--- src/rtl/riv_counter_pkg.sv ---
`default_nettype none
// ============================================================================
//  Module      : riv_counter_pkg
//  Description : Shared types and legal-range limits for the multi-channel
//                down counter (riv_counter_multi / riv_counter_chan).
//  Revision    : 1.0  initial release
// ============================================================================
package riv_counter_pkg;

    // Per-channel run mode: one-shot stops and holds at zero, auto-reload
    // restarts from the loaded value and produces a periodic tick.
    typedef enum logic {
        RIV_CNT_ONESHOT = 1'b0,
        RIV_CNT_AUTO    = 1'b1
    } riv_cnt_mode_e;

    // Legal parameter ranges, enforced at elaboration in the top.
    localparam int unsigned c_WIDTH_MIN    = 2;
    localparam int unsigned c_WIDTH_MAX    = 32;
    localparam int unsigned c_CHANNELS_MIN = 1;
    localparam int unsigned c_CHANNELS_MAX = 16;

endpackage : riv_counter_pkg
`default_nettype wire

--- src/rtl/riv_counter_chan.sv ---
`default_nettype none
// ============================================================================
//  Module      : riv_counter_chan
//  Description : One down-counter channel. Loads a start value and mode,
//                counts down on enable, and either holds at zero (one-shot)
//                or restarts from the loaded value (auto-reload).
//  Ports       : clk, rst      - clock, synchronous active-high reset
//                i_load        - load strobe (priority over i_enable)
//                i_value       - start value, sampled on i_load
//                i_mode        - run mode, sampled on i_load
//                i_enable      - count enable
//                o_count       - current count (registered)
//                o_done        - high while idle at zero
//                o_expire      - one-cycle pulse when a countdown completes
//  Revision    : 1.0  initial release
// ============================================================================
module riv_counter_chan
    import riv_counter_pkg::*;
#(
    parameter int unsigned WIDTH = 16
) (
    input  wire logic             clk,
    input  wire logic             rst,
    input  wire logic             i_load,
    input  wire logic [WIDTH-1:0] i_value,
    input  wire riv_cnt_mode_e    i_mode,
    input  wire logic             i_enable,
    output logic      [WIDTH-1:0] o_count,
    output logic                  o_done,
    output logic                  o_expire
);

    logic [WIDTH-1:0] r_count;
    logic [WIDTH-1:0] r_reload;
    riv_cnt_mode_e    r_mode;
    logic             r_done;
    logic             r_expire;

    logic             w_last;       // the next enabled cycle completes a countdown
    logic [WIDTH-1:0] w_count_dec;

    assign w_last      = (r_count == WIDTH'(1));
    assign w_count_dec = r_count - WIDTH'(1);

    always_ff @(posedge clk) begin
        if (rst) begin
            r_count  <= '0;
            r_reload <= '0;
            r_mode   <= RIV_CNT_ONESHOT;
            r_done   <= 1'b1;
            r_expire <= 1'b0;
        end else if (i_load) begin
            r_count  <= i_value;
            r_reload <= i_value;
            r_mode   <= i_mode;
            r_done   <= (i_value == '0);
            r_expire <= 1'b0;
        end else if (i_enable && !r_done) begin
            // With done low the count is always >= 1, so no wrap is possible.
            if (w_last) begin
                r_expire <= 1'b1;
                if (r_mode == RIV_CNT_AUTO) begin
                    // Reload is non-zero here: a zero load would have set done.
                    r_count <= r_reload;
                end else begin
                    r_count <= '0;
                    r_done  <= 1'b1;
                end
            end else begin
                r_count  <= w_count_dec;
                r_expire <= 1'b0;
            end
        end else begin
            r_expire <= 1'b0;
        end
    end

    assign o_count  = r_count;
    assign o_done   = r_done;
    assign o_expire = r_expire;

endmodule : riv_counter_chan
`default_nettype wire

--- src/rtl/riv_counter_multi.sv ---
`default_nettype none
// ============================================================================
//  Module      : riv_counter_multi
//  Description : CHANNELS independent WIDTH-bit down counters with per-channel
//                load/mode/enable, plus a registered AND of all done flags.
//  Ports       : clk, rst      - clock, synchronous active-high reset
//                i_load        - per-channel load strobe
//                i_value       - per-channel start values, channel i at
//                                [i*WIDTH +: WIDTH]
//                i_mode        - per-channel mode bit (riv_cnt_mode_e)
//                i_enable      - per-channel count enable
//                o_count       - per-channel counts, packed like i_value
//                o_done        - per-channel idle-at-zero level
//                o_expire      - per-channel one-cycle expiry pulse
//                o_all_done    - AND of o_done, one cycle later
//  Revision    : 1.0  initial release
// ============================================================================
module riv_counter_multi
    import riv_counter_pkg::*;
#(
    parameter int unsigned WIDTH    = 16,
    parameter int unsigned CHANNELS = 4
) (
    input  wire logic                      clk,
    input  wire logic                      rst,
    input  wire logic [CHANNELS-1:0]       i_load,
    input  wire logic [CHANNELS*WIDTH-1:0] i_value,
    input  wire logic [CHANNELS-1:0]       i_mode,
    input  wire logic [CHANNELS-1:0]       i_enable,
    output logic      [CHANNELS*WIDTH-1:0] o_count,
    output logic      [CHANNELS-1:0]       o_done,
    output logic      [CHANNELS-1:0]       o_expire,
    output logic                           o_all_done
);

    // Elaboration-time parameter range checks.
    if ((WIDTH < c_WIDTH_MIN) || (WIDTH > c_WIDTH_MAX)) begin : g_bad_width
        $error("riv_counter_multi: WIDTH out of legal range");
    end
    if ((CHANNELS < c_CHANNELS_MIN) || (CHANNELS > c_CHANNELS_MAX)) begin : g_bad_channels
        $error("riv_counter_multi: CHANNELS out of legal range");
    end

    logic [CHANNELS-1:0] w_done;
    logic                r_all_done;

    for (genvar g = 0; g < CHANNELS; g++) begin : g_chan
        riv_counter_chan #(
            .WIDTH    (WIDTH)
        ) u_chan (
            .clk      (clk),
            .rst      (rst),
            .i_load   (i_load[g]),
            .i_value  (i_value[g*WIDTH +: WIDTH]),
            .i_mode   (riv_cnt_mode_e'(i_mode[g])),
            .i_enable (i_enable[g]),
            .o_count  (o_count[g*WIDTH +: WIDTH]),
            .o_done   (w_done[g]),
            .o_expire (o_expire[g])
        );
    end

    // Registered so that o_all_done is glitch-free; lags o_done by one cycle.
    always_ff @(posedge clk) begin
        if (rst) begin
            r_all_done <= 1'b1;
        end else begin
            r_all_done <= &w_done;
        end
    end

    assign o_done     = w_done;
    assign o_all_done = r_all_done;

endmodule : riv_counter_multi
`default_nettype wire

--- config.mk ---
export PLATFORM = sky130hd
export DESIGN_NAME = riv_counter_multi
export DESIGN_NICKNAME = d
export VERILOG_FILES = /design/src/rtl/riv_counter_pkg.sv /design/src/rtl/riv_counter_chan.sv /design/src/rtl/riv_counter_multi.sv
export SDC_FILE = /design/constraint.sdc
export NUM_CORES = 1
export LEC_CHECK = 0
export ABC_AREA = 1
export CAP_MARGIN = 5
export CELL_PAD_IN_SITES_DETAIL_PLACEMENT = 0
export CELL_PAD_IN_SITES_GLOBAL_PLACEMENT = 1
export CORE_MARGIN = 2
export CORE_UTILIZATION = 36
export CTS_CLUSTER_SIZE = 10
export DETAILED_ROUTE_END_ITERATION = 12
export MAX_ROUTING_LAYER = met4
export PLACE_DENSITY = 0.88
export SLEW_MARGIN = 20
export SYNTH_ARGS = -nofsm -noshare
export SYNTH_HDL_FRONTEND = slang
export SYNTH_HIERARCHICAL = 1
export SYNTH_SLANG_ARGS = --single-unit
--- constraint.sdc ---
create_clock -name clk -period 2.9 [get_ports clk]
set_input_delay 0.725 -clock clk [delete_from_list [all_inputs] [get_ports clk]]
set_output_delay 0.725 -clock clk [all_outputs]
set_load 0.005 [all_outputs]
### Word-level counts from Yosys, hierarchy flattened

Cells that the tools add are included.

| word-level totals | value |
|---|---|
| register bits | 141 |
| bits in latches | 0 |
| memory bits (writable) | 0 |
| memory bits (read-only) | 0 |
| bits of input ports | 78 |
| output and inout port bits | 73 |
| word-level logic and storage cells | 102 |
| memories kept | 0 |

| cells by class | value |
|---|---|
| add/sub/neg operators | 4 |
| $mul | 0 |
| div/mod/pow operators | 0 |
| magnitude comparators | 0 |
| equality and inequality tests | 8 |
| shift operators | 0 |
| mux-type cells | 36 |
| bitwise gates (word level) | 4 |
| reduce and logical (&&, ||, !) cells | 29 |

Operator list:

| kind | count |
|---|---|
| $mux W16 | 16 |
| $eq A16 B1 Y1 const B | 4 |
| $logic_not A16 Y1 | 4 |
| $sub A16 B1 Y16 const B | 4 |
| $mux W1 | 20 |
| $reduce_bool A2 Y1 | 8 |
| $reduce_and A3 Y1 | 4 |
| $reduce_or A3 Y1 | 4 |
| $ne A2 B2 Y1 const B | 4 |
| $logic_and A1 B1 Y1 | 4 |
| $logic_not A1 Y1 | 4 |
| $not A1 Y1 | 4 |
| $reduce_and A4 Y1 | 1 |

### Longest topological paths before layout

Gate-level depths: netlist of run 1.

| depth | value |
|---|---|
| word-level depth | 4 |
| gate-level depth with buffers | 10 |
| gate-level depth less buffers | 10 |

### By module

The synthesis of run 1 kept the hierarchy.

By module, submodules not included:

| module | times used | cells each | area each (µm²) | sequential area each (µm²) |
|---|---|---|---|---|
| riv_counter_chan | 4 | 324 | 2045.7 | 700.7 |
| riv_counter_multi | 1 | 5 | 36.3 | 20.0 |

### Worst setup path after synthesis of run 1

OpenSTA, ideal clock, no wires.

| path | value |
|---|---|
| kind | input -> register |
| start | input port rst |
| end | register g_chan[0].u_chan.r_count[10] |
| data arrival time | 1.428 ns |
| required time | 2.788 ns |
| slack | 1.360 ns |
| stages on the path | 6 |
| buffers on the path | 1 |
| path through | clkbuf_1 -> clkinv_1 -> nand2_1 -> inv_1 -> nand2_1 -> nand2_1 |

RTL lines:

| element | RTL line | source |
|---|---|---|
| start: declaration | riv_counter_multi.sv:25 | `input wire logic rst,` |
| end signal: assignment | riv_counter_chan.sv:53 | `r_count <= i_value;` |
| end signal: assignment | riv_counter_chan.sv:64 | `r_count <= r_reload;` |
| end signal: assignment | riv_counter_chan.sv:70 | `r_count <= w_count_dec;` |
| end: declaration | riv_counter_chan.sv:33 | `logic [WIDTH-1:0] r_count;` |

### Final worst setup path of run 1

| path | value |
|---|---|
| start | register g_chan[0].u_chan.r_count[3] |
| end | output port o_count[3] |

RTL lines:

| element | RTL line | source |
|---|---|---|
| end: declaration | riv_counter_multi.sv:30 | `output logic [CHANNELS*WIDTH-1:0] o_count,` |

No word-level cell between the ends.

==> results of run 1 <==
-- per-layer routing --
layer | share of wire | GRT usage
met3 | 0.059 | 0.0407
met2 | 0.47 | 0.367
met5 | 0 | -
met4 | 0.018 | 0.0613
met1 | 0.46 | 0.294
-- cell usage after synthesis --
library cell and instances:
sky130_fd_sc_hd__and2_1 4, sky130_fd_sc_hd__or2_2 4, sky130_fd_sc_hd__nor2_1 96, sky130_fd_sc_hd__nor2_2 24, sky130_fd_sc_hd__nand4_1 36, sky130_fd_sc_hd__nor3_1 8, sky130_fd_sc_hd__nand3_1 44, sky130_fd_sc_hd__nand2_1 478
sky130_fd_sc_hd__nand2_2 8, sky130_fd_sc_hd__nor4_1 8, sky130_fd_sc_hd__nand2_4 8, sky130_fd_sc_hd__dfxtp_1 141, sky130_fd_sc_hd__o21ai_0 72, sky130_fd_sc_hd__clkinv_1 4, sky130_fd_sc_hd__ha_1 8, sky130_fd_sc_hd__inv_1 117
sky130_fd_sc_hd__a21oi_1 136, sky130_fd_sc_hd__buf_2 4, sky130_fd_sc_hd__o21ai_1 25, sky130_fd_sc_hd__buf_1 4, sky130_fd_sc_hd__nand3_2 4, sky130_fd_sc_hd__nor2_8 12, sky130_fd_sc_hd__clkbuf_1 28, sky130_fd_sc_hd__inv_2 8
sky130_fd_sc_hd__nor2_4 4, sky130_fd_sc_hd__buf_6 4, sky130_fd_sc_hd__xor2_1 12
-- flip-flops by register name (all words and copies together) (netlist names) --
name                    flops
g_chan.u_chan/r_reload     64
o_all_done                  1
g_chan.u_chan/r_mode        4
g_chan.u_chan/o_expire      4
g_chan.u_chan/o_done        4
g_chan.u_chan/o_count      64
-- per-stage QoR --
step	utilization	setup slack [ns]	total power, W	cells
2_1_floorplan	-	1.36	0.00302	1301
3_3_place_gp	0.445	0.381	0.00352	1713
3_5_place_dp	0.445	0.376	0.00353	1713
4_1_cts	0.473	0.639	0.00592	1741
5_1_grt	0.473	0.601	0.00618	1741
6_report	0.473	0.663	0.00586	1741
-- cell families after synthesis --
group           synth area share
buf+inv                   0.0814
compound gates             0.142
fa+ha+maj                 0.0122
simple gates               0.408
xor+xnor                  0.0128
flops                      0.343
-- cells in the final DEF, fill, tap and decap left out --
cell / instances
sky130_fd_sc_hd__clkinvlp_4: 2
sky130_fd_sc_hd__clkdlybuf4s50_1: 149
sky130_fd_sc_hd__dfxtp_1: 141
sky130_fd_sc_hd__nand2_4: 8
sky130_fd_sc_hd__nor2_4: 4
sky130_fd_sc_hd__buf_4: 18
sky130_fd_sc_hd__nor2_1: 96
sky130_fd_sc_hd__nand2_2: 8
sky130_fd_sc_hd__clkbuf_16: 17
sky130_fd_sc_hd__nor4_1: 8
sky130_fd_sc_hd__nand3_1: 44
sky130_fd_sc_hd__nand4_1: 36
sky130_fd_sc_hd__o21ai_1: 25
sky130_fd_sc_hd__nor3_1: 8
sky130_fd_sc_hd__clkinv_4: 3
sky130_fd_sc_hd__inv_1: 117
sky130_fd_sc_hd__clkinv_1: 4
sky130_fd_sc_hd__or2_2: 4
sky130_fd_sc_hd__o21ai_0: 72
sky130_fd_sc_hd__a21oi_1: 136
sky130_fd_sc_hd__and2_1: 4
sky130_fd_sc_hd__nand3_2: 4
sky130_fd_sc_hd__nor2_2: 24
sky130_fd_sc_hd__inv_2: 8
sky130_fd_sc_hd__xor2_1: 12
sky130_fd_sc_hd__nand2_1: 478
sky130_fd_sc_hd__clkinv_2: 1
sky130_fd_sc_hd__bufinv_16: 5
sky130_fd_sc_hd__nor2_8: 12
sky130_fd_sc_hd__ha_1: 8
-- power by group --
group          internal [W]  leakage [nW]  switching (W)
sequential          0.00206          1.16       0.000151
clock               0.00151         0.297       0.000856
combinational      0.000535          3.41       0.000752
total               0.00410          4.87        0.00176
-- final timing paths --
path                                 startpoint                             to  slack (ns)  depth (start not counted)
hold / removal    g_chan[0].u_chan/r_reload[12]  g_chan[0].u_chan/r_reload[12]        0.46                          2
setup / recovery    g_chan[0].u_chan/o_count[3]                     o_count[3]        0.66                          1
hold reg to reg   g_chan[0].u_chan/r_reload[12]  g_chan[0].u_chan/r_reload[12]        0.46                          2
setup reg to reg    g_chan[2].u_chan/o_count[1]    g_chan[2].u_chan/o_count[4]        1.18                         10
-- layout make-up --
type                       instances  area, um2  area share
inverter                         129        484      0.0455
tap                              285        357      0.0335
clock inverter                    11        196      0.0185
clock buffer                      17        425      0.0400
multi-input combinational        991       4730       0.444
sequential                       141       2820       0.265
timing repair buffer             167       1630       0.153
==> impl_results.rst, run 1 <==
.. list-table::
   :header-rows: 1

   * - Metric
     - Value
   * - Residual antenna-violating net count after detailed routing
     - 0
   * - Number of placement rows
     - 55
   * - Distinct cell type count after synthesis
     - 27
   * - Die boundary width
     - 155 um
   * - Number of port buffers
     - 150
   * - Post-synthesis area per instance
     - 6.32 um2
   * - Weighted congestion reported at the end of routability-driven placement
     - 0.880
   * - Required time worst endpoint
     - 2.17 ns
   * - Detailed placer's ending HPWL
     - 19200 um
   * - Post-cts sizing count
     - 0
   * - Later-pin clock latency in the skew report
     - 0.42 ns
   * - Setup TNS
     - 0 ns
   * - Smallest hold slack
     - 0.459 ns
   * - Total of hold buffers inserted after clock tree synthesis
     - 0
   * - Post-CTS setup buffer count
     - 0
   * - Number of clock sinks seen by CTS
     - 141
   * - Placed Area
     - 10000 um2
   * - Placeable Area
     - 22500 um2
   * - Number of diodes added for antenna fixing
     - 0
   * - Highest-delay cell along the critical path
     - sky130_fd_sc_hd__clkdlybuf4s50_1
   * - CTS H-tree lvls
     - 4
   * - DRC violations left
     - 0
   * - Total congestion overflow after global routing
     - 0
   * - Buf+Inv Stages, Crit Path
     - 1
   * - DR WL/cell
     - ~15 um
   * - Total routing usage reported by global routing
     - 0.227
   * - Critical setup path kind
     - reg2out
   * - Worst rel slew slack
     - 0.426
   * - Cell at the root of the clock tree
     - sky130_fd_sc_hd__clkbuf_16
   * - Clock tree from TritonCTS
     - yes
   * - Leading cell types by total area after synthesis
     - sky130_fd_sc_hd__dfxtp_1 (34%), sky130_fd_sc_hd__nand2_1 (22%), sky130_fd_sc_hd__a21oi_1 (8.3%)
   * - Clock transition at the registers of the reported paths
     - 0.06 ns
   * - Crit-path max cell delay
     - 0.57 ns
   * - Sequential-to-total area share from yosys stat
     - 0.343
   * - Initial antenna violation count
     - 0
   * - Crit path DAT
     - 1.51 ns
   * - Post-route minimum period
     - 2.24 ns
   * - # IOs
     - about 150
   * - Fill count
     - 2357
   * - Cell area after synthesis
     - a little over 8000 um2
   * - Gate Count Post-Synth
     - 1301
   * - Net count, final
     - 1533
   * - Largest net degree at the start of global routing
     - 35
   * - Worst supply voltage drop on vdd
     - approximately 0.32 mV
   * - Syn nets
     - around 1400
   * - Result of the run
     - complete, no violations
   * - First-pass GRT wire length
     - 42600 um
   * - Cell taking the most area after synthesis
     - sky130_fd_sc_hd__dfxtp_1
   * - Via count
     - ~8800
   * - Worst hold path type
     - reg2reg
   * - Worst clock skew
     - ~0.012 ns
   * - Number of clock buffers inserted by TritonCTS
     - 17
   * - Endpoints failing setup
     - 0
   * - Final cell area excluding filler cells
     - around 11000 um2
   * - Max-cap violation count
     - 0
   * - Iteration-0 DRC Markers
     - 668
   * - Worst-path cell chain
     - clkdlybuf4s50_1
   * - F_max
     - 0.447 GHz
   * - CP top delay family
     - buffers and inverters
   * - Final critical-path share of the clock period
     - 0.771
   * - Leakage power
     - approximately 4.9 nW
   * - Startpoint type of the worst setup path
     - flop
   * - Pwr dens
     - 551 nW/um2
   * - Number of failing hold endpoints at the final stage
     - 0
   * - Share of cells above drive strength 1
     - 0.0810
   * - Via-to-Cell Ratio
     - 5.05
   * - Worst Tran Pin Value
     - 0.858 ns
   * - Die Footprint
     - 24100 um2
   * - Type of destination of the critical path
     - output port
   * - Initial DRT Pass Iterations
     - 5
   * - Number of pins exceeding their max-slew limit in the final report
     - 0
   * - Fraction of post-synthesis cell area in the top cell type by area
     - 0.343
   * - Setup repair after global routing missed its margin
     - no
   * - Number of global-route vias before repair
     - approximately 8400
   * - Number of synthesis warnings
     - 6
   * - Maximum count of clock buffers along a single path
     - 2
   * - Initial core utilization
     - 0.365
   * - Die Ht
     - 155 um
   * - P&R area growth vs syn
     - 29.4%
   * - Total wire length
     - 26500 um
   * - #FFs+latches synth
     - ~140
   * - CP max FO
     - 7
No activity file was read; power rests on OpenSTA's default activity.
==> run 2: changes to the inputs <==
Settings changed: CORE_UTILIZATION 36 to 33, PLACE_DENSITY 0.88 to 0.86.
Clock period 2.9 ns to 1.8 ns, I/O delays scaled along.
==> impl_results.rst, run 2 (synthesis results as in run 1) <==
.. list-table::
   :header-rows: 1

   * - Metric
     - Value
   * - Result of the run
     - complete, no violations (unchanged)
   * - Initial DRT Pass Iterations
     - 6 (was 5)
   * - Power share of the combinational group
     - 0.235 (was 0.219)
   * - Smallest hold slack
     - 0.463 ns (was 0.459 ns)
   * - Later-pin clock latency in the skew report
     - 0.42 ns (about the same)
   * - Worst supply voltage drop on vdd
     - 0.576 mV (was 0.317 mV)
   * - Worst setup margin
     - 0.0346 ns (was 0.663 ns)
   * - DR WL/cell
     - 14.8 um (was 15.2 um)
   * - Most frequent standard cell in the layout excluding fill and tap cells
     - sky130_fd_sc_hd__nand2_1 (unchanged)
   * - Via count
     - 8976 (was 8789)
   * - Placed Area
     - 10400 um2 (was 10000 um2)
   * - P&R area growth vs syn
     - 36.4% (was 29.4%)
   * - Number of clock sinks seen by CTS
     - 141 (unchanged)
   * - Relative contribution of the clock network to total power
     - 0.391 (was 0.403)
   * - Leakage power
     - 5.23 nW (was 4.87 nW)
   * - Net Switching
     - 0.00292 W (was 0.00176 W)
   * - Switching share of power
     - 0.310 (was 0.300)
   * - Final critical-path share of the clock period
     - 0.981
   * - # IOs
     - 151 (unchanged)
   * - Buf+Inv Stages, Crit Path
     - 1 (unchanged)
   * - Area used by multi-input combinational logic
     - 4730 um2 (about the same)
   * - Share of cells above drive strength 1
     - 0.147 (was 0.0810)
   * - Number of failing hold endpoints at the final stage
     - 0 (unchanged)
   * - Clock transition at the registers of the reported paths
     - 0.06 ns (about the same)
   * - Initial core utilization
     - 0.337 (was 0.365)
   * - Most used cells in the layout excluding fill and tap cells
     - sky130_fd_sc_hd__nand2_1 (478), sky130_fd_sc_hd__clkdlybuf4s50_1 (138), sky130_fd_sc_hd__a21oi_1 (136) (was sky130_fd_sc_hd__nand2_1 (478), sky130_fd_sc_hd__clkdlybuf4s50_1 (149), sky130_fd_sc_hd__dfxtp_1 (141))
   * - Residual antenna-violating net count after detailed routing
     - 0 (unchanged)
   * - Sequential cell area in the final layout
     - 3000 um2 (was 2820 um2)
   * - Weighted congestion reported at the end of routability-driven placement
     - 0.875 (was 0.880)
   * - CP top delay family
     - buffers and inverters (unchanged)
   * - Number of diodes added for antenna fixing
     - 0 (unchanged)
   * - Initial antenna violation count
     - 0 (unchanged)
   * - Setup TNS
     - 0 ns (unchanged)
   * - CP max FO
     - 5 (was 7)
   * - Number of global-route vias before repair
     - 8246 (was 8361)
   * - Internal power summed over all cells
     - 0.00649 W (was 0.00410 W)
   * - Number of clock buffers inserted by TritonCTS
     - 17 (unchanged)
   * - Post-route minimum period
     - about 1.8 ns
   * - Worst-path cell chain
     - clkdlybuf4s50_1 (unchanged)
   * - Placeable Area
     - 24400 um2 (was 22500 um2)
   * - First-pass GRT wire length
     - 43400 um (was 42600 um)
   * - Maximum count of clock buffers along a single path
     - 2 (unchanged)
   * - Peak-usage layer in the global routing report
     - met2 (unchanged)
   * - Worst Setup Slack post-DPL
     - -0.340 ns (was 0.376 ns)
   * - Type of destination of the critical path
     - output port (unchanged)
   * - Relative contribution of sequential cells to total power
     - 0.374 (was 0.377)
   * - Total routing usage reported by global routing
     - 0.212 (was 0.227)
   * - Fill count
     - 2591 (was 2357)
   * - Number of port buffers
     - 150 (unchanged)
   * - Highest-delay cell along the critical path
     - sky130_fd_sc_hd__clkdlybuf4s50_1 (unchanged)
   * - Critical setup path kind
     - reg2out (unchanged)
   * - Setup repair after global routing missed its margin
     - no (unchanged)
   * - Iteration-0 DRC Markers
     - 586 (was 668)
   * - Total wire length
     - 27000 um (was 26500 um)
   * - Worst clock skew
     - 0.0127 ns (was 0.0120 ns)
   * - Worst rel slew slack
     - 0.647 (was 0.426)
   * - DRC violations left
     - 0 (unchanged)
   * - Number of pins exceeding their max-slew limit in the final report
     - 0 (unchanged)
   * - Pwr dens
     - 840 nW/um2 (was 551 nW/um2)
   * - Via-to-Cell Ratio
     - 4.92 (was 5.05)
   * - Total of hold buffers inserted after clock tree synthesis
     - 0 (unchanged)
   * - Die boundary width
     - 162 um (was 155 um)
   * - Crit-path max cell delay
     - 0.51 ns (was 0.57 ns)
   * - Max-cap violation count
     - 0 (unchanged)
   * - CTS H-tree lvls
     - 4 (unchanged)
   * - Die Ht
     - 162 um (was 155 um)
   * - GR Layer Usage met2
     - 0.351 (was 0.367)
   * - Detailed placer's ending HPWL
     - 19900 um (was 19200 um)
   * - Total congestion overflow after global routing
     - 0 (unchanged)
   * - Final cell area excluding filler cells
     - 11200 um2 (was 10600 um2)
   * - Largest net degree at the start of global routing
     - 40 (was 35)
   * - Cell at the root of the clock tree
     - sky130_fd_sc_hd__clkbuf_16 (unchanged)
   * - M1 GR Usage
     - 0.275 (was 0.294)
   * - Number of placement rows
     - 57 (was 55)
   * - F_max
     - 0.566 GHz
   * - Met3 demand-to-capacity share in global routing
     - 0.0304 (was 0.0407)
   * - Startpoint type of the worst setup path
     - flop (unchanged)
   * - Endpoints failing setup
     - 0 (unchanged)
   * - Die Footprint
     - 26200 um2 (was 24100 um2)
   * - Net count, final
     - 1576 (was 1533)
   * - Clock tree from TritonCTS
     - yes (unchanged)
   * - Required time worst endpoint
     - 1.35 ns (was 2.17 ns)
   * - Worst hold path type
     - reg2reg (unchanged)
   * - Worst Tran Pin Value
     - 0.525 ns (was 0.858 ns)
   * - Crit path DAT
     - 1.32 ns (was 1.51 ns)
[run 2: changes by cell type in the layout (fill, tap and decap cells not counted), sizes merged, moves of 3 or more]
cell	before	now
buf	18	61
clkbuf	17	20
clkdlybuf4s50	149	138
dlygate4sd2	0	5
dlymetal6s2s	0	6
inv	125	129
[run 2: tightest hold or removal path: cells and delay by family, from the launching register on]
kind,cells,cell delay [ns]
AOI/OAI and AO/OA,1,0.05
and+or+nand+nor,1,0.06
DFF,1,0.31
[run 2: power groups by stage]
stage          logic [W]  clock network (W)  registers, W
6_report         0.00221            0.00368       0.00352
5_1_grt          0.00249            0.00389       0.00355
4_1_cts          0.00218            0.00375       0.00355
3_5_place_dp     0.00216                  0       0.00361
3_3_place_gp     0.00214                  0       0.00361
2_1_floorplan    0.00132                  0       0.00355
[run 2: final cells by class]
| class | count | share of cell area |
|---|---|---|
| inverter | 129 | 0.0432 |
| timing repair buffer | 210 | 0.178 |
| clock inverter | 11 | 0.0141 |
| sequential | 141 | 0.267 |
| multi-input combinational | 991 | 0.422 |
| clock buffer | 20 | 0.0398 |
| tap | 324 | 0.0361 |
[run 2: final timing paths]
| path | end | depth (start not counted) | from | slack [ns] |
|---|---|---|---|---|
| worst max-delay path | o_count[54] | 1 | g_chan[3].u_chan/o_count[6] | 0.03 |
| worst min-delay path | g_chan[0].u_chan/r_reload[1] | 2 | g_chan[0].u_chan/r_reload[1] | 0.46 |
| worst max register to register | g_chan[0].u_chan/o_count[3] | 10 | g_chan[0].u_chan/o_count[6] | 0.15 |
| worst min register to register | g_chan[0].u_chan/r_reload[1] | 2 | g_chan[0].u_chan/r_reload[1] | 0.46 |
[run 2: per-layer routing]
| metal | wire length (um) | vias up |
|---|---|---|
| met5 | 0 | - |
| met4 | 306 | 0 |
| met3 | 1220 | 20 |
| met1 | 12300 | 4160 |
| met2 | 13200 | 235 |
| li1 | - | 4561 |
[run 2: through the flow]
step	util	cells	power [W]
final	0.460	1826	0.00942
after global routing	0.460	1826	0.00993
after CTS	0.454	1817	0.00948
after detailed placement	0.424	1785	0.00577
after global placement	0.424	1785	0.00575
after floorplan	-	1301	0.00487
[run 2: timing repair]
item	4_1_cts	5_1_grt
resized for setup	78	32
setup endpoints to repair	59	39
gates cloned	0	0
buffers inserted	1	9
